## src/rtl/digger_pkg.sv

```systemverilog
// digger_pkg: tile codes, direction codes and grid geometry shared by the digger game blocks.
package digger_pkg;
    localparam int GRID_W = 15;
    localparam int GRID_H = 10;
    localparam logic [3:0] T_BLANK   = 4'd0;
    localparam logic [3:0] T_DIG_L   = 4'd1;
    localparam logic [3:0] T_DIG_R   = 4'd2;
    localparam logic [3:0] T_DIG_U   = 4'd3;
    localparam logic [3:0] T_DIG_D   = 4'd4;
    localparam logic [3:0] T_BULLET  = 4'd5;
    localparam logic [3:0] T_GOB_LO  = 4'd6;
    localparam logic [3:0] T_GOB_HI  = 4'd8;
    localparam logic [3:0] T_DIAMOND = 4'd9;
    localparam logic [3:0] T_BAG_LO  = 4'd10;
    localparam logic [3:0] T_WALL    = 4'd15;
    localparam logic [2:0] D_NONE  = 3'd0;
    localparam logic [2:0] D_LEFT  = 3'd1;
    localparam logic [2:0] D_RIGHT = 3'd2;
    localparam logic [2:0] D_UP    = 3'd3;
    localparam logic [2:0] D_DOWN  = 3'd4;

    function automatic logic [7:0] cell_addr(input logic [3:0] row, input logic [3:0] col);
        return {4'd0, row} * 8'(GRID_W) + {4'd0, col};
    endfunction
endpackage

```

## src/rtl/digger_map_ctl.sv

```systemverilog
// digger_map_ctl: owns tile RAM port A; scans the map after reset, then moves the digger tile on each tick.
module digger_map_ctl #(
    parameter int GRID_W = 15,
    parameter int GRID_H = 10,
    parameter int RD_LAT = 1
) (
    input  logic       clk100m,
    input  logic       rst,
    input  logic       move_tick,
    input  logic [2:0] dmov,
    input  logic [3:0] vgaram_douta,
    output logic       vgaram_we,
    output logic [7:0] vgaram_addra,
    output logic [3:0] vgaram_dina,
    output logic [3:0] dig_col,
    output logic [3:0] dig_row,
    output logic       score_inc,
    output logic [7:0] diamonds_left,
    output logic       game_over,
    output logic       level_clear,
    output logic       busy
);
    import digger_pkg::*;

    localparam int CELLS = GRID_W * GRID_H;
    localparam logic [7:0] FIX_ADDR = 8'((GRID_H - 1) * GRID_W + GRID_W / 2);
    localparam logic [2:0] S_SCAN = 3'd0, S_FIX = 3'd1, S_IDLE = 3'd2, S_TGT_RD = 3'd3,
                           S_DECIDE = 3'd4, S_WR_NEW = 3'd5, S_WR_OLD = 3'd6, S_TURN = 3'd7;

    logic [2:0] state_q, state_d, dir_q, dir_d;
    logic [7:0] cnt_q, cnt_d, dl_q, dl_d;
    logic [3:0] chk_col_q, chk_col_d, chk_row_q, chk_row_d, col_q, col_d, row_q, row_d;
    logic       found_q, found_d, pick_q, pick_d, go_q, go_d, lc_q, lc_d;
    logic [3:0] tgt_col, tgt_row;
    logic [7:0] cur_addr, tgt_addr;
    logic       chk, off_grid, step_ok, is_gob;

    assign cur_addr = {4'd0, row_q} * 8'(GRID_W) + {4'd0, col_q};
    assign tgt_col  = dir_q == D_LEFT ? col_q - 4'd1 : dir_q == D_RIGHT ? col_q + 4'd1 : col_q;
    assign tgt_row  = dir_q == D_UP ? row_q - 4'd1 : dir_q == D_DOWN ? row_q + 4'd1 : row_q;
    assign tgt_addr = {4'd0, tgt_row} * 8'(GRID_W) + {4'd0, tgt_col};
    assign chk      = state_q == S_SCAN && cnt_q >= 8'(RD_LAT);
    assign off_grid = (dmov == D_LEFT && col_q == 4'd0) || (dmov == D_RIGHT && col_q == 4'(GRID_W - 1)) ||
                      (dmov == D_UP && row_q == 4'd0) || (dmov == D_DOWN && row_q == 4'(GRID_H - 1));
    assign is_gob   = vgaram_douta inside {[T_GOB_LO:T_GOB_HI]};
    assign step_ok  = vgaram_douta == T_BLANK || vgaram_douta == T_BULLET || vgaram_douta == T_DIAMOND || is_gob;

    assign vgaram_we    = (state_q == S_FIX && !found_q) || state_q == S_WR_NEW || state_q == S_WR_OLD || state_q == S_TURN;
    assign vgaram_addra = state_q == S_SCAN ? (cnt_q < 8'(CELLS) ? cnt_q : 8'(CELLS - 1)) :
                          state_q == S_FIX ? FIX_ADDR :
                          (state_q == S_TGT_RD || state_q == S_DECIDE || state_q == S_WR_NEW) ? tgt_addr : cur_addr;
    assign vgaram_dina  = state_q == S_FIX ? T_DIG_U :
                          (state_q == S_WR_NEW || state_q == S_TURN) ? {1'b0, dir_q} : T_BLANK;
    assign dig_col       = col_q;
    assign dig_row       = row_q;
    assign score_inc     = state_q == S_WR_OLD && pick_q;
    assign diamonds_left = dl_q;
    assign game_over     = go_q;
    assign level_clear   = lc_q;
    assign busy          = state_q != S_IDLE;

    always_comb begin
        state_d = state_q; cnt_d = cnt_q; dl_d = dl_q; dir_d = dir_q;
        chk_col_d = chk_col_q; chk_row_d = chk_row_q; col_d = col_q; row_d = row_q;
        found_d = found_q; pick_d = pick_q; go_d = go_q; lc_d = lc_q;
        case (state_q)
            S_SCAN: begin
                cnt_d = cnt_q + 8'd1;
                if (chk) begin
                    chk_col_d = chk_col_q == 4'(GRID_W - 1) ? 4'd0 : chk_col_q + 4'd1;
                    chk_row_d = chk_col_q == 4'(GRID_W - 1) ? chk_row_q + 4'd1 : chk_row_q;
                    dl_d = vgaram_douta == T_DIAMOND ? dl_q + 8'd1 : dl_q;
                    if (!found_q && vgaram_douta inside {[T_DIG_L:T_DIG_D]}) begin
                        found_d = 1'b1; col_d = chk_col_q; row_d = chk_row_q;
                    end
                end
                if (cnt_q == 8'(CELLS - 1 + RD_LAT)) state_d = S_FIX;
            end
            S_FIX: begin
                if (!found_q) begin
                    col_d = 4'(GRID_W / 2); row_d = 4'(GRID_H - 1);
                end
                state_d = S_IDLE;
            end
            S_IDLE: if (move_tick && !go_q && !lc_q && dmov inside {[D_LEFT:D_DOWN]}) begin
                dir_d = dmov; cnt_d = 8'd1;
                state_d = off_grid ? S_TURN : S_TGT_RD;
            end
            S_TGT_RD: begin
                cnt_d = cnt_q + 8'd1;
                if (cnt_q == 8'(RD_LAT)) state_d = S_DECIDE;
            end
            S_DECIDE: begin
                pick_d = vgaram_douta == T_DIAMOND;
                go_d = go_q || is_gob;
                state_d = step_ok ? S_WR_NEW : S_TURN;
            end
            S_WR_NEW: state_d = S_WR_OLD;
            S_WR_OLD: begin
                col_d = tgt_col; row_d = tgt_row; pick_d = 1'b0;
                // Decrement saturates at 0; a pickup that leaves nothing clears the level.
                if (pick_q) begin
                    dl_d = dl_q == 8'd0 ? 8'd0 : dl_q - 8'd1;
                    lc_d = lc_q || dl_q <= 8'd1;
                end
                state_d = S_IDLE;
            end
            default: state_d = S_IDLE;
        endcase
    end

    always_ff @(posedge clk100m or posedge rst) begin
        if (rst) begin
            state_q <= S_SCAN; cnt_q <= 8'd0; dl_q <= 8'd0; dir_q <= D_NONE;
            chk_col_q <= 4'd0; chk_row_q <= 4'd0; col_q <= 4'd0; row_q <= 4'd0;
            found_q <= 1'b0; pick_q <= 1'b0; go_q <= 1'b0; lc_q <= 1'b0;
        end else begin
            state_q <= state_d; cnt_q <= cnt_d; dl_q <= dl_d; dir_q <= dir_d;
            chk_col_q <= chk_col_d; chk_row_q <= chk_row_d; col_q <= col_d; row_q <= row_d;
            found_q <= found_d; pick_q <= pick_d; go_q <= go_d; lc_q <= lc_d;
        end
    end
endmodule

```

## config.mk

```make
export PLATFORM = sky130hd
export DESIGN_NAME = digger_map_ctl
export DESIGN_NICKNAME = d
export VERILOG_FILES = /design/src/rtl/digger_pkg.sv /design/src/rtl/digger_map_ctl.sv
export SDC_FILE = /design/constraint.sdc
export NUM_CORES = 1
export LEC_CHECK = 0
export ABC_CLOCK_PERIOD_IN_PS = 10500
export BUFFER_PORTS_ARGS = -buffer_cell sky130_fd_sc_hd__buf_2
export CAP_MARGIN = 10
export CORE_MARGIN = 2
export CORE_UTILIZATION = 40
export CTS_CLUSTER_DIAMETER = 150
export DETAILED_ROUTE_END_ITERATION = 8
export GPL_ROUTABILITY_DRIVEN = 0
export PLACE_DENSITY = 0.61
export SLEW_MARGIN = 0
export SYNTH_ARGS = -nofsm -noshare
export SYNTH_HDL_FRONTEND = slang
export SYNTH_SLANG_ARGS = --single-unit
```

## constraint.sdc

```tcl
create_clock -name clk100m -period 10.5 [get_ports clk100m]
set_input_delay 1.05 -clock clk100m [delete_from_list [all_inputs] [get_ports clk100m]]
set_output_delay 1.05 -clock clk100m [all_outputs]
set_load 0.02 [all_outputs]
```

* Word-level counts from Yosys, hierarchy flattened
Index checks and enable logic that the tools add are counted.
Operators by class: add/sub/neg operators 11, $mul 2, $lt $le $gt $ge 9, equal/unequal tests 31, muxes and demuxes 33, reductions and logical operators 50
Operator list (count):
- $mux W8 | 9
- $mux W4 | 11
- $pmux W8 S2 | 2
- $pmux W4 S3 | 2
- $eq A3 B2 Y1 const B | 6
- $eq A3 B3 Y1 const B | 6
- $mux W3 | 6
- $add A4 B1 Y4 const B | 4
- $add A8 B1 Y8 const B | 2
- $add A8 B4 Y8 | 2
- $eq A4 B4 Y1 const B | 4
- $mul A4 B4 Y8 const B | 2
- $pmux W3 S5 | 1
- $logic_and A1 B1 Y1 | 14
- $logic_or A1 B1 Y1 | 14
- $logic_not A4 Y1 | 3
- $eq A3 B1 Y1 const B | 3
- $reduce_and A3 Y1 | 3
- $eq A8 B1 Y1 const B | 1
- $eq A8 B8 Y1 const B | 1
- $ge A8 B1 Y1 const B | 1
- $le A8 B1 Y1 const B | 1
- $logic_not A8 Y1 | 1
- $lt A8 B8 Y1 const B | 1
- other kinds (21) | 36
Storage, ports and cells: register bits after elaboration 42, output and inout bits 33, logic and storage cells 148

* Depth between registers and ports, before layout
depth after elaboration 8, gate-level depth with buffers 17, depth with buffers taken out 17

* Worst setup path after synthesis
Ideal clock, no wire load.
path kind register -> output, from register row_q[1], in the netlist dig_row[1], to output port vgaram_addra[5], data arrival time 4.865 ns, data required time 9.450 ns, setup slack 4.585 ns, stages on the path, launching flop included 18, cell sequence dfrtp_1 > inv_1 > ha_1 > or3b_2 > a21oi_1 > a221oi_2 > xnor2_1 > ha_1 > fa_1 > inv_1 > fa_1 > inv_1 > ha_1 > nor2b_1 > o31a_1 > a21oi_1 > o21ai_0 > o21ai_0
Between the ends: word-level cells in the longest chain between the ends 8, elaborated cells on any way between the ends 11, classes of those cells add/sub (4); mul (2); mux (5)
Ends and longest elaborated chain:
- start, declared | RTL line digger_map_ctl.sv:32 | logic [3:0] chk_col_q, chk_col_d, chk_row_q, chk_row_d, col_q, col_d, row_q, row_d;
- start signal, assigned | RTL line digger_map_ctl.sv:119 | chk_col_q <= chk_col_d; chk_row_q <= chk_row_d; col_q <= col_d; row_q <= row_d;
- $add A4 B1 Y4 | RTL line digger_map_ctl.sv:40 | assign tgt_row = dir_q == D_UP ? row_q - 4'd1 : dir_q == D_DOWN ? row_q + 4'd1 : row_q;
- $mux W4 (2 in a row) | RTL line digger_map_ctl.sv:40
- $mul A4 B4 Y8 | RTL line digger_map_ctl.sv:41 | assign tgt_addr = {4'd0, tgt_row} * 8'(GRID_W) + {4'd0, tgt_col};
- $add A8 B4 Y8 | RTL line digger_map_ctl.sv:41
- $mux W8 * | RTL line digger_map_ctl.sv:51 | (state_q == S_TGT_RD || state_q == S_DECIDE || state_q == S_WR_NEW) ? tgt_addr : cur_addr;
- $mux W8 * | RTL line digger_map_ctl.sv:50 | state_q == S_FIX ? FIX_ADDR :
- $mux W8 * | RTL line digger_map_ctl.sv:49 | assign vgaram_addra = state_q == S_SCAN ? (cnt_q < 8'(CELLS) ? cnt_q : 8'(CELLS - 1)) :
- end, declared | RTL line digger_map_ctl.sv:13 | output logic [7:0] vgaram_addra,
Mark *: on every way between the ends. The rest lies on a longest branch, timed or not.

* Final worst setup path
from register row_q[1], in the netlist dig_row[1], to output port vgaram_addra[7]
Same word-level chain as after synthesis.

==> flow_metrics.env <==
export IMPL_finalSetupViolCount=0
export IMPL_cts_hold_buf=0
export IMPL_fp_dieW_um=109
export IMPL_finalSetupTns_ns=0
export IMPL_critPathKind="register to output pin"
export IMPL_synthTopCellsByArea="dfrtp_1 (24%), ha_1 (15%), fa_1 (5.0%), o21ai_0 (4.8%), inv_1 (3.6%)"
export IMPL_rsz0062_at_grt="false"
export IMPL_arrival_ns=5.41
export IMPL_synth_seq_cells=42
export IMPL_synth_edf_count=0
export IMPL_via_per_inst=5.62
export IMPL_fin_worst_skew_ns=0.00551
export IMPL_register_area_um2=1050
export IMPL_synth_nets=590
export IMPL_critPathMaxFanout=9
export IMPL_die_area_um2=11900
export IMPL_hold_violations=0
export IMPL_fmax_ghz=0.155
export IMPL_clk_latency_ns=0.30
export IMPL_fin_crit_sh_pct=61.5
export IMPL_worstSetupStartpointType="register"
export IMPL_antenna_found_initial=0
export IMPL_grt_first_pass_wirelength_um=18700
export IMPL_nets=616
export IMPL_ys_seq_area_share_pct=23.8
export IMPL_grt_pass1_vias=3689
export IMPL_min_path_type="register to register"
export IMPL_status="finished, final reports clean"
export IMPL_cts_resized_gates=0
export IMPL_ant_nets=0
export IMPL_htreeDepth=2
export IMPL_route_final_wire_length_um=11300
export IMPL_core_area_um2=10800
export IMPL_cts_root_buffer="clkbuf_8"
export IMPL_layout_drive_gt1_share_pct=13.7
export IMPL_avgSynthCellArea_um2=8.59
export IMPL_drt_initial_drc_count=234
export IMPL_multi_input_comb_area_um2=3080
export IMPL_slew_viol_final=0
export IMPL_synth_cell_type_count=75
export IMPL_first_pass_iters=4
export IMPL_initial_utilization_pct=41.0
export IMPL_yosys_area_top_type="dfrtp_1"
export IMPL_synth_top_area_share_pct=23.8
export IMPL_path_clk_slew_ns=0.09
export IMPL_cts_tree="built"
export IMPL_grtUsageTotal_pct=20.0
export IMPL_post_dp_hpwl_um=8770
export IMPL_core_rowCount=38
export IMPL_cts_sinks=42
export IMPL_synthArstFlopShare_pct=100
export IMPL_relSlewSlack_pct=38.2
export IMPL_syn_to_final_growth_pct=8.48
export IMPL_cap_viol_max_count=0
export IMPL_yosysWarnings=0
export IMPL_fill_cells=1069
export IMPL_antenna_cells=0
export IMPL_end_kind="output pin"
export IMPL_ios=43
export IMPL_wl_per_cell_um=16.6
export IMPL_syn_cell_area_um2=4420
export IMPL_numCtsBuffers=5
export IMPL_fin_crit_ns=6.46
export IMPL_grt_max_degree=43
export IMPL_die_height_um=109
export IMPL_grt_overflow_total=0
export IMPL_post_route_util_pct=44.5
export IMPL_cts_buffer_depth=2
export IMPL_vias=3828
export IMPL_worstPathRequired_ns=9.45
export IMPL_syn_inst=515
export IMPL_post_cts_setup_buffer_count=0
export IMPL_tightest_slew_ns=0.927
export IMPL_synth_ff_type="dfrtp_1"
export IMPL_drc=0
export IMPL_port_buffers=41
[cells in the mapped netlist (all sizes together), types with 5 or more instances]
library cell and n:
a211oi 10, a21o 5, a21oi 29, a31o 5, a31oi 6, and3 6
buf 17, clkbuf 7, dfrtp 42, fa 11, ha 54, inv 42
mux2i 5, nand2 29, nand2b 9, nand3 8, nor2 37, nor2b 19
nor3 12, o21ai 53, o21bai 5, o221ai 5, o31ai 8, or3 5
xnor2 15
[stage by stage]
stage / hold WS [ns] / setup WS (ns) / area (um2) / instances
6_report: 0.486 / 4.04 / 4800 / 681
4_1_cts: 0.485 / 4.04 / 4800 / 681
5_1_grt: 0.515 / 3.70 / 4800 / 681
3_5_place_dp: 0.472 / 4.40 / 4690 / 674
3_3_place_gp: 0.473 / 4.58 / 4690 / 674
2_1_floorplan: 0.440 / 4.58 / 4420 / 515
[critical path: stages (launching register included)]
cell and delay (ns):
dfrtp_1 0.57, inv_1 0.23, ha_1 0.39, or3b_2 0.46, a21oi_1 0.18, a221oi_2 0.10, xnor2_1 0.18, ha_1 0.37
fa_1 0.51, inv_1 0.05, fa_1 0.51, inv_1 0.04, ha_1 0.32, nor2b_1 0.25, o31a_1 0.22, a2bb2oi_1 0.25
a31oi_1 0.11, o211ai_1 0.19, buf_2 0.19
[layer usage]
layer / wire [um] / share of wire [%] / track usage, %
met5: 0 / 0 / 0
met4: 229 / 2.0 / 6.06
met3: 373 / 3.3 / 2.51
met2: 5340 / 47 / 32.7
met1: 5360 / 47 / 27.8
[logic make-up (layout without fill, tap and decap cells)]
| kind of cell | count (synthesis) | in the layout | share of synthesized area, % |
|---|---|---|---|
| simple gates | 151 | 151 | 19.1 |
| mux | 9 | 9 | 2.15 |
| other cells | 1 | 1 | 0.0848 |
| xor+xnor | 19 | 19 | 3.76 |
| flops | 42 | 42 | 23.8 |
| compound gates | 162 | 162 | 24.3 |
| fa+ha+maj | 65 | 65 | 20.2 |
| buf+inv | 66 | 92 | 6.56 |
[final timing paths]
kind / start / to / slack [ns] / cells past startpoint
worst min-delay path: chk_row_q[3]$_DFFE_PP0P_ / chk_row_q[3]$_DFFE_PP0P_ / 0.49 / 1
worst min register to register: chk_row_q[3]$_DFFE_PP0P_ / chk_row_q[3]$_DFFE_PP0P_ / 0.49 / 1
worst max register to register: state_q[1]$_DFFE_PP0P_ / dig_col[3]$_DFFE_PP0P_ / 7.57 / 5
min in group asynchronous: rst / diamonds_left[3]$_DFFE_PP0P_ / 0.87 / 3
worst max-delay path: dig_row[1]$_DFFE_PP0P_ / vgaram_addra[7] / 4.04 / 18
max in group asynchronous: rst / cnt_q[4]$_DFFE_PP0P_ / 9.24 / 3
[cells in the final DEF, fill, tap and decap left out, types with 4 or more instances in the layout]
cell type | synthesis | final
o21ai_0 | 42 | 42
mux2_2 | 4 | 4
a31oi_1 | 6 | 6
a211oi_1 | 9 | 9
a31o_2 | 4 | 4
and3_1 | 6 | 6
nor3_1 | 8 | 8
a21oi_1 | 29 | 29
xnor2_1 | 15 | 15
nand3_1 | 8 | 8
a21o_1 | 5 | 5
fa_1 | 11 | 11
clkbuf_8 | 0 | 6
or3_1 | 5 | 5
nand2_1 | 29 | 29
xor2_1 | 4 | 4
nor2b_1 | 19 | 19
inv_1 | 42 | 41
mux2i_1 | 5 | 5
o31ai_1 | 8 | 8
ha_1 | 54 | 54
nand4_1 | 4 | 4
o21a_1 | 4 | 4
nor2_1 | 37 | 37
o221ai_1 | 5 | 5
o21bai_1 | 5 | 5
dfrtp_1 | 42 | 42
nand2b_1 | 9 | 9
buf_2 | 7 | 41
o21ai_1 | 10 | 10
[cell type report]
cell class | count | share of cell area [%]
Timing Repair Buffer | 43 | 4.59
Tap cell | 140 | 3.65
Clock buffer | 6 | 1.72
Sequential cell | 42 | 21.9
Clock inverter | 1 | 0.626
Inverter | 42 | 3.28
Multi-Input combinational cell | 407 | 64.2
[sequential cells by signal, summed over array words and instances (netlist names)]
register       flops
cnt_q              8
found_q            1
dig_col            4
chk_col_q          4
diamonds_left      8
state_q            3
level_clear        1
chk_row_q          4
pick_q             1
game_over          1
dig_row            4
dir_q              3
Power is left out: the tool's default activity adds up to more than one toggle a clock period on the data nets, which glitch-free logic cannot reach.
